$ cat src/rtl/ps2_rx_fifo.sv
// rtl/ps2_rx_fifo.sv - receive-only PS/2 interface with show-ahead byte FIFO and sticky error flags
//
// ps2_rx_filter: two-flop synchroniser plus run-length deglitcher for one PS/2 line.
//   clk, rst     system clock, asynchronous active-low reset
//   din          raw asynchronous line
//   dout         synchronised and filtered line, idles high
//
// ps2_rx_fifo: decodes start / 8 data LSB-first / odd parity / stop frames and
// buffers good bytes in a 2**AW entry FIFO.
//   clk, rst     system clock, asynchronous active-low reset
//   PS2C, PS2D   PS/2 clock and data lines (asynchronous, never driven)
//   rdn          active-low pop strobe, one entry per low cycle
//   clr_err      clears the sticky error flags
//   data         FIFO head byte, 8'h00 when empty
//   ready        FIFO non-empty
//   count        entries held, 0..DEPTH
//   parity_err   sticky, frame dropped for bad parity
//   frame_err    sticky, frame dropped for stop = 0 or timeout
//   overflow     sticky, good frame dropped because the FIFO was full

module ps2_rx_filter #(
  parameter int LEN = 4
) (
  input  logic clk,
  input  logic rst,
  input  logic din,
  output logic dout
);

  localparam int CW = (LEN < 2) ? 1 : $clog2(LEN + 1);

  logic [1:0]    sync;
  logic [CW-1:0] run;

  // run counts consecutive synchronised samples that disagree with dout;
  // any agreeing sample restarts the count, so short glitches never pass.
  always_ff @(posedge clk or negedge rst) begin
    if (!rst) begin
      sync <= 2'b11;
      run  <= '0;
      dout <= 1'b1;
    end else begin
      sync <= {sync[0], din};
      if (sync[1] == dout) begin
        run <= '0;
      end else if (run == CW'(LEN - 1)) begin
        dout <= sync[1];
        run  <= '0;
      end else begin
        run <= run + CW'(1);
      end
    end
  end

endmodule

module ps2_rx_fifo #(
  parameter int AW          = 3,
  parameter int FILTER_LEN  = 4,
  parameter int TIMEOUT_CYC = 20000
) (
  input  logic          clk,
  input  logic          rst,
  input  logic          PS2C,
  input  logic          PS2D,
  input  logic          rdn,
  input  logic          clr_err,
  output logic [7:0]    data,
  output logic          ready,
  output logic [AW:0]   count,
  output logic          parity_err,
  output logic          frame_err,
  output logic          overflow
);

  localparam int          DEPTH = 1 << AW;
  localparam int          TW    = $clog2(TIMEOUT_CYC + 1);
  localparam logic [AW:0] FULL  = (AW + 1)'(DEPTH);
  localparam logic [TW-1:0] TLIM = TW'(TIMEOUT_CYC);

  typedef enum logic [1:0] {
    S_IDLE   = 2'd0,
    S_DATA   = 2'd1,
    S_PARITY = 2'd2,
    S_STOP   = 2'd3
  } state_t;

  // ---------------------------------------------------------------- inputs
  logic c_filt, d_filt, c_filt_d;
  logic fall;

  ps2_rx_filter #(.LEN(FILTER_LEN)) u_filt_c (
    .clk  (clk),
    .rst  (rst),
    .din  (PS2C),
    .dout (c_filt)
  );

  ps2_rx_filter #(.LEN(FILTER_LEN)) u_filt_d (
    .clk  (clk),
    .rst  (rst),
    .din  (PS2D),
    .dout (d_filt)
  );

  always_ff @(posedge clk or negedge rst) begin
    if (!rst) c_filt_d <= 1'b1;
    else      c_filt_d <= c_filt;
  end

  assign fall = c_filt_d & ~c_filt;

  // ------------------------------------------------------------------- FSM
  state_t        state;
  logic [2:0]    bitcnt;
  logic [7:0]    shreg;
  logic          par_bit;
  logic [TW-1:0] tcnt;
  logic          expire;
  logic          push_req;
  logic          par_set;
  logic          frm_set;

  assign expire = (state != S_IDLE) && (tcnt == TLIM);

  // push_req / par_set / frm_set are one-cycle registered pulses. shreg is
  // the write data for push_req: it is only modified by DATA-state falls,
  // which cannot occur in the cycle following a stop-bit fall.
  always_ff @(posedge clk or negedge rst) begin
    if (!rst) begin
      state    <= S_IDLE;
      bitcnt   <= 3'd0;
      shreg    <= 8'h00;
      par_bit  <= 1'b0;
      tcnt     <= '0;
      push_req <= 1'b0;
      par_set  <= 1'b0;
      frm_set  <= 1'b0;
    end else begin
      push_req <= 1'b0;
      par_set  <= 1'b0;
      frm_set  <= 1'b0;

      // Saturates at the limit so expiry holds until the FSM leaves the frame.
      if (state == S_IDLE || fall) tcnt <= '0;
      else if (tcnt != TLIM)       tcnt <= tcnt + TW'(1);

      // Expiry has priority: a fall landing on the expiry cycle is dropped.
      if (expire) begin
        state   <= S_IDLE;
        frm_set <= 1'b1;
      end else if (fall) begin
        case (state)
          S_IDLE: begin
            if (!d_filt) begin
              state  <= S_DATA;
              bitcnt <= 3'd0;
            end
          end
          S_DATA: begin
            shreg  <= {d_filt, shreg[7:1]};
            bitcnt <= bitcnt + 3'd1;
            if (bitcnt == 3'd7) state <= S_PARITY;
          end
          S_PARITY: begin
            par_bit <= d_filt;
            state   <= S_STOP;
          end
          S_STOP: begin
            state <= S_IDLE;
            if (!d_filt)                 frm_set  <= 1'b1;
            else if (^{shreg, par_bit})  push_req <= 1'b1;
            else                         par_set  <= 1'b1;
          end
          default: state <= S_IDLE;
        endcase
      end
    end
  end

  // ------------------------------------------------------------------ FIFO
  logic [7:0]    mem [DEPTH];
  logic [AW-1:0] wptr, rptr;
  logic [AW:0]   cnt;
  logic          do_pop, do_push, ovf_set;

  assign do_pop  = !rdn && (cnt != '0);
  // A pop frees the slot in the same edge, so a full FIFO still accepts.
  assign do_push = push_req && ((cnt != FULL) || do_pop);
  assign ovf_set = push_req && (cnt == FULL) && !do_pop;

  always_ff @(posedge clk) begin
    if (do_push) mem[wptr] <= shreg;
  end

  always_ff @(posedge clk or negedge rst) begin
    if (!rst) begin
      wptr <= '0;
      rptr <= '0;
      cnt  <= '0;
    end else begin
      if (do_push) wptr <= wptr + AW'(1);
      if (do_pop)  rptr <= rptr + AW'(1);
      case ({do_push, do_pop})
        2'b10:   cnt <= cnt + (AW + 1)'(1);
        2'b01:   cnt <= cnt - (AW + 1)'(1);
        default: cnt <= cnt;
      endcase
    end
  end

  assign ready = (cnt != '0);
  assign count = cnt;
  assign data  = ready ? mem[rptr] : 8'h00;

  // ----------------------------------------------------------- error flags
  // A set pulse coinciding with clr_err leaves the flag set.
  always_ff @(posedge clk or negedge rst) begin
    if (!rst) begin
      parity_err <= 1'b0;
      frame_err  <= 1'b0;
      overflow   <= 1'b0;
    end else begin
      parity_err <= par_set | (parity_err & ~clr_err);
      frame_err  <= frm_set | (frame_err  & ~clr_err);
      overflow   <= ovf_set | (overflow   & ~clr_err);
    end
  end

endmodule
$ cat config.mk
export PLATFORM = sky130hd
export DESIGN_NAME = ps2_rx_fifo
export DESIGN_NICKNAME = d
export VERILOG_FILES = /design/src/rtl/ps2_rx_fifo.sv
export SDC_FILE = /design/constraint.sdc
export NUM_CORES = 1
export LEC_CHECK = 0
export BUFFER_PORTS_ARGS = -buffer_cell sky130_fd_sc_hd__buf_2
export CORE_MARGIN = 1
export CORE_UTILIZATION = 55
export DETAILED_ROUTE_END_ITERATION = 8
export PLACE_DENSITY = 0.72
export RECOVER_POWER = 25
export SLEW_MARGIN = 20
export SYNTH_ARGS = -nofsm -noshare
export SYNTH_HDL_FRONTEND = slang
export SYNTH_SLANG_ARGS = --single-unit
export TNS_END_PERCENT = 20
$ cat constraint.sdc
create_clock -name clk -period 2.65 [get_ports clk]
set_input_delay 0.3975 -clock clk [delete_from_list [all_inputs] [get_ports clk]]
set_output_delay 0.3975 -clock clk [all_outputs]
set_load 0.02 [all_outputs]
-- Yosys cells after proc, flatten, opt, wreduce, memory -nomap -nowiden
Memory sizes are Yosys's and may differ from the RTL's.
Cells that the tools add are included.
- memories: 1
- output and inout bits: 16
- bits in writable memories: 64
- word-level logic and storage cells: 113
- input port bits: 6
- register bits: 58
- bitwise gates (word level): 12
- multiplexer cells: 31
- equal/unequal tests: 17
- $add $sub $neg: 8
- reductions and logical operators: 23
- memories (name ; words ; bits a word ; read ports ; clocked after Yosys merged registers in ; write ports ; RTL line ; RTL):
    mem ; 8 ; 8 ; 1 ; 0 ; 1 ; 182 ; logic [7:0] mem [DEPTH];
- operator list (kind ; number):
    2-to-1 mux 15 bit ; 2
    2-to-1 mux 1 bit ; 16
    adder 15 x 1 -> 15 bit (second input constant) ; 1
    adder 3 x 1 -> 3 bit (second input constant) ; 5
    equality test 15 bit (second input constant) ; 1
    2-to-1 mux 3 bit ; 5
    != test 15 bit (second input constant) ; 1
    nonzero test 2 bit ; 5
    AND reduction 3 bit ; 3
    parity 9 bit ; 1
    2-to-1 mux 2 bit ; 4
    2-to-1 mux 8 bit ; 1
    one-hot mux 2 bit (4 select lines) ; 1
    one-hot mux 4 bit (2 select lines) ; 1
    equality test 2 bit (second input constant) ; 3
    equality test 3 x 2 -> 1 bit (second input constant) ; 2
    != test 3 bit (second input constant) ; 2
    one-hot mux 3 bit (2 select lines) ; 1
    logical AND 1 bit ; 5
    NOT 1 bit ; 5
    adder 4 x 1 -> 4 bit (second input constant) ; 1
    AND 1 bit ; 4
    equality test 2 x 1 -> 1 bit (second input constant) ; 2
    equality test 4 bit (second input constant) ; 1
    12 further kinds ; 18

-- Depth between registers and ports, before layout
Gate-level depths: netlist of run 1.
- word-level depth: 6
- gate-level depth with buffers: 7

-- Hierarchy
Synthesis of run 1 repeated with hierarchy kept, for this count alone.
- cells, all modules: 354
- area, all modules: 5355.1 µm²
- modules (own cells, without submodules) (module ; times used ; area an instance (µm²) ; cells each ; sequential area each (µm²)):
    ps2_rx_fifo ; 1 ; 4914.7 ; 328 ; 3074.2
    ps2_rx_filter ; 2 ; 220.2 ; 13 ; 153.9

-- Worst setup path before layout of run 1
No wires, ideal clock.
- kind: register to register
- start: reg cnt[0] (netlist: count[0])
- end: mem mem[0][0], enable pin
- cell stages (with the launch flop): 4
- arrival: 1.702 ns
- setup slack: 0.553 ns
- library setup time: 0.395 ns
- cells stage by stage: dfrtp_1 > or3_1 > o21ai_4 > nor4_1
- word-level cells in the longest chain between the ends: 6
- ends and longest elaborated chain (item ; RTL line ; RTL):
    start, declared ; 184 ; logic [AW:0] cnt;
    start signal, assigned ; 205 ; 2'b10: cnt <= cnt + (AW + 1)'(1);
    start signal, assigned ; 206 ; 2'b01: cnt <= cnt - (AW + 1)'(1);
    start signal, assigned ; 207 ; default: cnt <= cnt;
    nonzero test 4 bit ; 187 ; assign do_pop = !rdn && (cnt != '0);
    logical AND 1 bit ; 187 ;
    logical OR 1 bit * ; 189 ; assign do_push = push_req && ((cnt != FULL) || do_pop);
    logical AND 1 bit * ; 189 ;
    2-to-1 mux 1 bit * ; 193 ; if (do_push) mem[wptr] <= shreg;
    2-to-1 mux 1 bit (not written as such) * ; 193 ;
    end, declared ; 182 ;
Mark *: on every way between the ends. The rest lies on a longest branch, timed or not.

-- Final worst setup path of run 1
- start: reg rptr[0]
- end: out data[1]
- word-level cells in the longest chain between the ends: 2
- ends and longest elaborated chain (item ; RTL line ; RTL):
    start, declared ; 183 ; logic [AW-1:0] wptr, rptr;
    start signal, assigned ; 203 ; if (do_pop) rptr <= rptr + AW'(1);
    memory read (8 x 8 bit) ; - ;
    2-to-1 mux 8 bit ; 214 ; assign data = ready ? mem[rptr] : 8'h00;
    end, declared ; 68 ; output logic [7:0] data,
Every way passes these cells.

==> results of run 1 <==
==> critical path, stage by stage, from the launching register on <==
cell	delay, ps
dfrtp_1	320
buf_4	320
mux4_2	580
mux2i_1	160
nor2_1	60
buf_2	150
==> cells by family (layout without fill, tap and decap cells) <==
kind of cell | count (synthesis) | in the layout | synth area share, %
multiplexers | 40 | 40 | 12.21
buffers and inverters | 20 | 73 | 1.626
XOR/XNOR | 28 | 28 | 4.880
flip-flops | 122 | 122 | 63.72
adder cells (fa/ha/maj) | 13 | 13 | 3.065
AO/OA/AOI/OAI | 22 | 22 | 2.947
AND/OR/NAND/NOR | 107 | 107 | 11.55
==> through the flow <==
stage / instances / hold slack (ps) / area (µm²) / total power [mW] / util (%)
2_1_floorplan: 352 / 101.9 / 5308 / 4.114 / -
3_3_place_gp: 500 / 346.3 / 5595 / 4.507 / 60.27
3_5_place_dp: 500 / 347.5 / 5595 / 4.588 / 60.27
4_1_cts: 534 / 47.75 / 6181 / 6.771 / 66.58
5_1_grt: 534 / 183.5 / 6190 / 7.078 / 66.67
6_report: 534 / 203.9 / 6190 / 6.706 / 66.67
==> sequential cells by signal, summed over array words and instances (netlist names), 2 cells and up <==
register	cells
u_filt_d.sync	2
tcnt	15
state	2
shreg	8
wptr	3
mem	64
count	4
u_filt_d.run	3
bitcnt	3
u_filt_c.sync	2
u_filt_c.run	3
rptr	3
==> timing repair <==
item,4_1_cts,5_1_grt
hold endpoints to repair,2,0
setup endpoints to repair,0,1
hold buffers,2,0
resized for setup,0,1
==> per-layer routing <==
metal | wire, µm | up-vias | share of wire (%) | track usage (%)
met2 | 4620 | 45 | 52 | 34.56
li1 | - | 1386 | - | -
met5 | 0 | - | 0 | 0
met1 | 3960 | 1455 | 44 | 24.22
met4 | 150 | 0 | 1.7 | 8.919
met3 | 182 | 11 | 2.0 | 3.969
==> final timing paths <==
kind                             startpoint               end  slack, ps  cells after the start
hold reg to reg            u_filt_c.sync[0]  u_filt_c.sync[1]        350                      0
min in group asynchronous               rst           tcnt[7]        310                      2
hold / removal                      clr_err          overflow        200                      3
setup / recovery                    rptr[0]           data[1]        140                      5
max in group asynchronous               rst           rptr[1]       1390                      2
setup reg to reg                   count[1]          count[2]        610                      7
==> report_power, final <==
| part | internal [mW] | total, mW | switching [mW] | leakage (nW) |
|---|---|---|---|---|
| clock network | 1.33 | 2.18 | 0.841 | 0.264 |
| registers | 2.35 | 2.76 | 0.408 | 1.31 |
| logic | 0.888 | 1.77 | 0.885 | 0.849 |
| total | 4.57 | 6.71 | 2.13 | 2.42 |
==> cell usage in the layout (no fill, tap or decap), types with 2 or more instances in the layout <==
master,instances
nor3b_1,4
a21oi_1,5
inv_6,2
xor2_1,8
dfstp_2,6
nand2b_1,3
bufinv_16,2
mux4_2,16
and4_2,2
mux2i_1,10
clkinv_2,3
nor3_2,2
dlygate4sd3_1,2
nor4_1,4
a21o_1,2
xnor2_1,19
nor4b_4,2
nor3_1,9
dfrtp_1,50
o21ai_0,5
nand2_1,15
buf_4,8
clkbuf_16,16
buf_2,21
clkinvlp_4,5
or3_1,3
ha_1,13
edfxtp_1,64
nor2_1,28
nand3_1,11
nor2b_1,7
inv_1,9
mux2_4,8
mux2_2,6
nand4_1,6
or2_2,2
clkinv_4,2
==> cell type report <==
class,instances,area (µm²),area share [%]
clock buffer,17,414.1,6.691
clock inverter,15,151.4,2.446
inverter,9,33.78,0.5458
multi-input combinational,210,1856,29.98
sequential,122,3383,54.66
tap,129,161.4,2.608
timing repair buffer,32,190.2,3.073
==> results.sh, run 1 <==
export IMPL_final_nets=411
export IMPL_criticalPathCategory="reg2out"
export IMPL_yosysSeqAreaShare_pct=63.72
export IMPL_max_slew_margin_rel_pct=5.761
export IMPL_finalHoldViolCount=0
export IMPL_synth_cell_area_um2=5308
export IMPL_cts_sinks=122
export IMPL_tns_ps=0
export IMPL_rsz0062_at_grt="false"
export IMPL_syn_num_nets=371
export IMPL_postRouteAntennaNets=0
export IMPL_max_freq_ghz=0.3986
export IMPL_io_buffers=21
export IMPL_end_kind="output port"
export IMPL_fin_skew_ps=10.20
export IMPL_grt_use_total_pct=19.93
export IMPL_initial_utilization_pct=57.17
export IMPL_grt_max_degree=59
export IMPL_synth_top_area_cell="edfxtp_1"
export IMPL_cts_tree="yes"
export IMPL_grt_pass1_wl_mm=14.92
export IMPL_nFillCells=678
export IMPL_ys_ff_latch=122
export IMPL_fin_ws_ps=141.2
export IMPL_final_layout_size_suffix_gt1_share_pct=27.90
export IMPL_startpoint_type="flip-flop"
export IMPL_root_buffer="clkbuf_8"
export IMPL_async_flop_share_pct=47.54
export IMPL_synthCells=352
export IMPL_area_growth_pct=16.62
export IMPL_yosys_warnings=0
export IMPL_dieArea_um2=10050
export IMPL_synth_cell_type_count=50
export IMPL_setup_violations=0
export IMPL_worst_slew_pin_slew_ps=1414
export IMPL_slew_viol_final=0
export IMPL_coreArea_um2=9284
export IMPL_ioPinCount=22
export IMPL_pre_cts_ws_ps=426.3
export IMPL_routed_wl_mm=8.914
export IMPL_grt_antenna_before_repair=0
export IMPL_final_period_utilization_pct=94.67
export IMPL_leakage_nw=2.423
export IMPL_ys_flop_type="edfxtp_1"
export IMPL_die_h_um=100.2
export IMPL_cts_buffer_depth=2
export IMPL_post_cts_buffers=0
export IMPL_outcome="completed"
export IMPL_worstHoldPathType="in2reg"
export IMPL_fp_row_count=35
export IMPL_drt_wirelength_per_cell_um=16.69
export IMPL_crit_arrival_ps=2110
export IMPL_yosys_top_cells_count="edfxtp_1 (64), dfrtp_1 (51), nor2_1 (28)"
export IMPL_worstPathRequired_ps=2250
export IMPL_period_minus_slack_ps=2509
export IMPL_vdd_ir_drop_max_uv=640.7
export IMPL_die_x_um=100.2
export IMPL_p_per_area_nw_per_um2=1083
export IMPL_path_clk_slew_ps=60
export IMPL_antennaDiodeCount=0
export IMPL_htree_levels=4
export IMPL_cts_buffers=17
export IMPL_dpl_hpwl_mm=5.774
export IMPL_dr_pass1_iters=4
export IMPL_vias_per_cell=5.425
export IMPL_yosysMostFrequentCell="edfxtp_1"
export IMPL_synth_top_area_share_pct=36.21
export IMPL_critPathMaxFanout=18
export IMPL_drt_initial_drc_count=125
export IMPL_yosys_top_cells_area="edfxtp_1 (36%), dfrtp_1 (24%), mux4_2 (6.8%), dfstp_2 (3.5%), xnor2_1 (3.1%)"
export IMPL_gp_congestion=0.8028
export IMPL_route_detailed_drc=0
export IMPL_routed_via_count=2897
export IMPL_syn_area_per_cell_um2=15.08
export IMPL_clk_latency_ps=500
export IMPL_synth_edff_count=64
export IMPL_first_global_vias=3037
export IMPL_max_cap_viol_count=0
export IMPL_overflow=0
No activity file was read; power rests on OpenSTA's default activity.
==> inputs of run 2 (changes only) <==
==> config.mk (replaced) <==
export PLATFORM = sky130hd
export DESIGN_NAME = ps2_rx_fifo
export DESIGN_NICKNAME = d
export VERILOG_FILES = /design/src/rtl/ps2_rx_fifo.sv
export SDC_FILE = /design/constraint.sdc
export NUM_CORES = 1
export LEC_CHECK = 0
export BUFFER_PORTS_ARGS = -buffer_cell sky130_fd_sc_hd__clkbuf_2
export CORE_MARGIN = 1
export CORE_UTILIZATION = 55
export DETAILED_ROUTE_END_ITERATION = 8
export PLACE_DENSITY = 0.72
export RECOVER_POWER = 25
export REMOVE_ABC_BUFFERS = 1
export SLEW_MARGIN = 20
export SYNTH_ARGS = -nofsm -noshare
export SYNTH_HDL_FRONTEND = slang
export SYNTH_SLANG_ARGS = --single-unit
==> run 2 against run 1 <==
  * Clock skew shrank 3.6 ps
  * Utilization up 0.88 points
  * Die area unchanged
  * Power is 3.2% higher
  * Sequential power about the same
  * First-iteration DRC count shrank 9.6%
  * Count of clock-buffer cells in the layout is the same
  * Critical endpoint is now data[7]
  * Highest routed layer unchanged
==> results.sh, run 2 (same netlist as run 1, synthesis figures left out) <==
export IMPL_outcome="completed"
export IMPL_final_period_utilization_pct=92.07
export IMPL_startpoint_type="flip-flop"
export IMPL_post_cts_buffers=0
export IMPL_final_cells=537
export IMPL_final_nets=415
export IMPL_vdd_ir_drop_max_uv=590.7
export IMPL_layout_commonest_cell="edfxtp_1"
export IMPL_fin_hold_ws_ps=185.1
export IMPL_dpl_hpwl_mm=5.751
export IMPL_p_sw_share_pct=29.99
export IMPL_gp_congestion=0.7292
export IMPL_postRouteAntennaNets=0
export IMPL_leakage_nw=2.472
export IMPL_grt_antenna_before_repair=0
export IMPL_fp_row_count=35
export IMPL_p_int_mw=4.845
export IMPL_rsz0062_at_grt="false"
export IMPL_final_util_pct=67.55
export IMPL_cts_tree="yes"
export IMPL_drt_initial_drc_count=113
export IMPL_mostFrequentLayoutCells="edfxtp_1 (64), dfrtp_1 (50), nor2_1 (28)"
export IMPL_dieArea_um2=10050
export IMPL_p_per_area_nw_per_um2=1104
export IMPL_placedCellCount=503
export IMPL_area_growth_pct=18.15
export IMPL_power_mw=6.921
export IMPL_clk_latency_ps=510
export IMPL_path_clk_slew_ps=50
export IMPL_criticalPathCategory="reg2out"
export IMPL_worst_slew_pin_slew_ps=594.7
export IMPL_io_buffers=21
export IMPL_max_slew_margin_rel_pct=60.35
export IMPL_first_global_vias=2922
export IMPL_slew_viol_final=0
export IMPL_setup_violations=0
export IMPL_tns_ps=0
export IMPL_worst_path_largest_cell_delay_ps=540
export IMPL_grt_pass1_wl_mm=14.66
export IMPL_clockPowerShare_pct=34.4
export IMPL_worstHoldPathType="in2reg"
export IMPL_grt_use_total_pct=19.81
export IMPL_largest_reg_flops=64
export IMPL_power_switching_mw=2.075
export IMPL_worstPathRequired_ps=2250
export IMPL_max_freq_ghz=0.4099
export IMPL_p_seq_share_pct=40.0
export IMPL_cts_buffer_depth=2
export IMPL_nFillCells=692
export IMPL_root_buffer="clkbuf_8"
export IMPL_overflow=0
export IMPL_die_x_um=100.2
export IMPL_path_cells="buf_6, mux4_2, mux2i_1, nor2_1, clkbuf_2"
export IMPL_drt_wirelength_per_cell_um=16.59
export IMPL_grt_max_degree=24
export IMPL_crit_arrival_ps=2040
export IMPL_route_detailed_drc=0
export IMPL_htree_levels=4
export IMPL_multiInputGateArea_um2=1846
export IMPL_initial_utilization_pct=57.17
export IMPL_ioPinCount=22
export IMPL_antennaDiodeCount=0
export IMPL_cts_sinks=122
export IMPL_final_layout_size_suffix_gt1_share_pct=27.45
export IMPL_routed_via_count=2904
export IMPL_coreArea_um2=9284
export IMPL_cts_buffers=17
export IMPL_seq_area_um2=3383
export IMPL_finalHoldViolCount=0
export IMPL_period_minus_slack_ps=2440
export IMPL_max_flop_register="mem"
export IMPL_crit_path_top_delay_cell="mux4_2"
export IMPL_die_h_um=100.2
export IMPL_fin_skew_ps=6.596
export IMPL_dr_pass1_iters=4
export IMPL_largestRegisters="mem x64, tcnt x15, shreg x8"
export IMPL_routed_wl_mm=8.908
export IMPL_end_kind="output port"
export IMPL_vias_per_cell=5.408
export IMPL_critPathMaxFanout=18
export IMPL_max_cap_viol_count=0
export IMPL_power_frac_comb_pct=25.7
==> run 2: what timing repair did <==
item | in CTS | in global routing
hold endpoints to repair | 23 | 0
hold buffers | 3 | 0
gates resized for setup | 0 | 2
endpoints found under the setup margin | 0 | 2
==> run 2: worst paths after layout <==
| path | start | endpoint | slack, ps | cells after the start |
|---|---|---|---|---|
| setup / recovery | rptr[0] | data[7] | 210 | 5 |
| hold / removal | clr_err | overflow | 190 | 3 |
| setup reg to reg | state[0] | shreg[1] | 680 | 6 |
| hold reg to reg | u_filt_c.sync[0] | u_filt_c.sync[1] | 350 | 0 |
| max in group asynchronous | rst | u_filt_c.sync[0] | 1500 | 3 |
| min in group asynchronous | rst | tcnt[6] | 420 | 2 |
==> run 2: critical path, delay by kind of cell (launching register included) <==
kind	cells	cell delay (ps)
mux	2	740
buf+inv	2	400
flops	1	340
simple gates	1	60
==> run 2: routing by layer <==
layer / vias up / global-route usage [%] / part of all wire (%)
met5: - / 0 / 0
met1: 1462 / 25.80 / 45
li1: 1391 / - / -
met2: 37 / 32.35 / 51
met4: 0 / 8.473 / 1.7
met3: 14 / 4.387 / 2.2
==> run 2: through the flow <==
stage	setup WS, ps	area [µm²]
floorplan	28.33	5255
global placement	611.2	5618
detailed placement	584.6	5618
CTS	29.57	6266
global route	69.40	6271
finish	210.1	6271
==> run 2: power by group through the flow <==
stage | logic, mW | clock network (mW) | registers [mW]
after floorplan | 1.29 | 0 | 2.76
after global placement | 1.75 | 0 | 2.77
after detailed placement | 1.78 | 0 | 2.80
after CTS | 1.81 | 2.41 | 2.77
after global routing | 1.98 | 2.49 | 2.81
final | 1.78 | 2.38 | 2.76
==> run 2: area by class of cell <==
| cell class | instances | share of cell area, % |
|---|---|---|
| Clock buffer | 17 | 6.604 |
| Tap cell | 129 | 2.574 |
| Sequential cell | 122 | 53.95 |
| Inverter | 9 | 0.5387 |
| Clock inverter | 14 | 3.252 |
| Multi-Input combinational cell | 210 | 29.43 |
| Timing Repair Buffer | 36 | 3.651 |
==> inputs of run 3 (changes only) <==
--- a/config.mk
+++ b/config.mk
@@ -5,9 +5,11 @@
 export SDC_FILE = /design/constraint.sdc
 export NUM_CORES = 1
 export LEC_CHECK = 0
+export ABC_AREA = 1
 export BUFFER_PORTS_ARGS = -buffer_cell sky130_fd_sc_hd__clkbuf_2
 export CORE_MARGIN = 1
 export CORE_UTILIZATION = 55
+export CTS_CLUSTER_SIZE = 20
 export DETAILED_ROUTE_END_ITERATION = 8
 export PLACE_DENSITY = 0.72
 export RECOVER_POWER = 25
==> run 3 against run 2 <==
  * Utilization decreased by 2.0 points
  * Sequential cell count unchanged
  * Fmax is 1.6% lower
  * Via count up 32%
  * Critical path type unchanged
  * Highest routed layer unchanged
==> results.sh, run 3 <==
export IMPL_rsz0062_at_grt="true"
export IMPL_synth_top_area_share_pct=34.89
export IMPL_coreArea_um2=9729
export IMPL_period_minus_slack_ps=2480
export IMPL_initial_utilization_pct=56.61
export IMPL_cts_buffers=17
export IMPL_clk_latency_ps=510
export IMPL_io_buffers=21
export IMPL_finalHoldViolCount=0
export IMPL_criticalPathCategory="reg2out"
export IMPL_synth_cell_type_count=33
export IMPL_wl_met3_um=537
export IMPL_dieArea_um2=10420
export IMPL_yosysMostFrequentCell="nand2_1"
export IMPL_r2r_slack_ps=640
export IMPL_layout_commonest_cell="nand2_1"
export IMPL_grt_use_total_pct=23.01
export IMPL_cts_buffer_depth=2
export IMPL_startpoint_type="flip-flop"
export IMPL_postRouteAntennaNets=0
export IMPL_synthCells=544
export IMPL_routed_wl_mm=10.67
export IMPL_vias_per_cell=5.287
export IMPL_final_area_um2=6374
export IMPL_htree_levels=4
export IMPL_fin_skew_ps=7.703
export IMPL_overflow=0
export IMPL_area_growth_pct=15.72
export IMPL_synth_cell_area_um2=5508
export IMPL_cts_tree="yes"
export IMPL_synth_top_area_cell="edfxtp_1"
export IMPL_yosys_top_cells_area="edfxtp_1 (35%), dfrtp_1 (23%), nand2_1 (6.3%), nor2_1 (5.7%), o21ai_0 (4.9%)"
export IMPL_drt_initial_drc_count=185
export IMPL_gp_congestion=0.8836
export IMPL_r2r_start="count[2]"
export IMPL_power_switching_mw=2.505
export IMPL_grt_max_degree=59
export IMPL_die_x_um=102.1
export IMPL_final_nets=600
export IMPL_path_clk_slew_ps=60
export IMPL_drt_wirelength_per_cell_um=14.67
export IMPL_synth_edff_count=64
export IMPL_p_per_area_nw_per_um2=1090
export IMPL_yosysSeqAreaShare_pct=61.40
export IMPL_slew_viol_final=0
export IMPL_largest_reg_flops=64
export IMPL_critPathMaxFanout=14
export IMPL_setup_violations=0
export IMPL_wl_met2_mm=4.943
export IMPL_crit_end="data[5]"
export IMPL_max_flop_register="mem"
export IMPL_p_int_mw=4.445
export IMPL_vdd_ir_drop_max_uv=682.6
export IMPL_worst_slew_pin_slew_ps=1403
export IMPL_worstHoldPathType="in2reg"
export IMPL_crit_start="rptr[0]"
export IMPL_ioPinCount=22
export IMPL_die_h_um=102.1
export IMPL_reg2reg_depth=5
export IMPL_root_buffer="clkbuf_8"
export IMPL_async_flop_share_pct=47.54
export IMPL_final_layout_size_suffix_gt1_share_pct=14.14
export IMPL_final_cells=727
export IMPL_fp_row_count=36
export IMPL_ys_ff_latch=122
export IMPL_outcome="completed"
export IMPL_ys_flop_type="edfxtp_1"
export IMPL_min_path_cells=2
export IMPL_routed_via_count=3844
export IMPL_crit_arrival_ps=2080
export IMPL_grt_antenna_before_repair=0
export IMPL_final_period_utilization_pct=93.57
export IMPL_r2r_end="mem[0][0]"
export IMPL_dr_pass1_iters=5
export IMPL_yosys_top_cells_count="nand2_1 (92), nor2_1 (83), edfxtp_1 (64)"
export IMPL_clockPowerShare_pct=32.6
export IMPL_largestRegisters="mem x64, tcnt x15, shreg x8"
export IMPL_p_sw_share_pct=36.04
export IMPL_end_kind="output port"
export IMPL_yosys_warnings=0
export IMPL_cts_sinks=122
export IMPL_post_cts_buffers=0
export IMPL_p_seq_share_pct=38.0
export IMPL_dpl_hpwl_mm=7.187
export IMPL_mostFrequentLayoutCells="nand2_1 (92), nor2_1 (83), edfxtp_1 (64)"
export IMPL_max_freq_ghz=0.4033
export IMPL_first_global_vias=3623
export IMPL_antennaDiodeCount=0
export IMPL_syn_area_per_cell_um2=10.12
export IMPL_max_cap_viol_count=0
export IMPL_max_slew_margin_rel_pct=6.452
export IMPL_placedCellCount=692
export IMPL_power_frac_comb_pct=29.4
export IMPL_route_detailed_drc=0
export IMPL_postPlaceCellArea_um2=5767
export IMPL_leakage_nw=2.662
export IMPL_worstPathRequired_ps=2250
export IMPL_highest_layer="met4"
export IMPL_drt_met1_wl_mm=5.015
export IMPL_grt_pass1_wl_mm=17.63
## run 3: changes by cell type after synthesis, sizes merged, moves of 4 or more
cell and delta:
o21ai +52, nor3 -4, mux2 -13, nor2b -7, nor4 -5, nand2 +84, inv +51, o22ai +8
nand3 +15, mux4 -16, xnor2 -14, a21oi +5, nor2 +60
## run 3: final cells by class
cell class                 count  area [µm²]
clock buffer                  17       414.1
sequential                   122        3383
timing repair buffer          30       177.7
inverter                      60       225.2
clock inverter                15       176.4
fill                         782        3356
multi-input combinational    350        1831
tap                          133       166.4
## run 3: how the worst min path moves through the flow
stage / from / end / slack (ps)
after floorplan: rst / bitcnt[0] / 100
after global placement: u_filt_d.sync[0] / u_filt_d.sync[1] / 350
after detailed placement: u_filt_d.sync[0] / u_filt_d.sync[1] / 350
after CTS: clr_err / frame_err / 150
after global routing: clr_err / frame_err / 150
final: clr_err / frame_err / 160
## run 3: power by group through the flow
stage / Combinational [mW] / Clock [mW] / Sequential (mW)
after floorplan: 1.37 / 0 / 2.66
after global placement: 1.97 / 0 / 2.66
after detailed placement: 2.03 / 0 / 2.68
after CTS: 2.05 / 2.29 / 2.64
after global routing: 2.32 / 2.38 / 2.68
final: 2.05 / 2.27 / 2.64
## run 3: metrics by stage
| stage | hold WS, ps | worst slack, ps | total power [mW] | setup TNS [ps] | util [%] |
|---|---|---|---|---|---|
| floorplan | 101.9 | 378.2 | 4.032 | 0 | - |
| global placement | 348.2 | 629.4 | 4.630 | 0 | 59.27 |
| detailed placement | 347.2 | 534.5 | 4.705 | 0 | 59.27 |
| CTS | 148.1 | 120.3 | 6.985 | 0 | 65.65 |
| global route | 152.9 | -23.93 | 7.381 | -39.25 | 65.51 |
| finish | 164.6 | 170.3 | 6.950 | 0 | 65.51 |
## run 3: metal layers
metal / track usage, % / vias up
met2: 34.74 / 109
met4: 10.44 / 0
met3: 4.993 / 15
met1: 32.23 / 1833
met5: 0 / -
li1: - / 1887
## run 3: kinds of logic after synthesis
family	Yosys count	share of synthesized area, %
simple gates	233	18.58
flops	122	61.40
compound gates	82	7.974
buf+inv	72	5.361
xor+xnor	13	2.067
fa+ha+maj	13	2.953
mux	9	1.658
## run 3: what timing repair did
action,4_1_cts,5_1_grt
endpoints found under the setup margin,0,2
hold endpoints to repair,53,0
resized for setup,0,1
hold buffers,3,0
## run 3: worst max-delay path: stages, from the launching register on
cell	delay [ps]
dfrtp_1	380
inv_1	310
buf_4	240
nor2_1	50
o21ai_0	190
o21ai_0	100
nor2_1	120
clkbuf_2	170
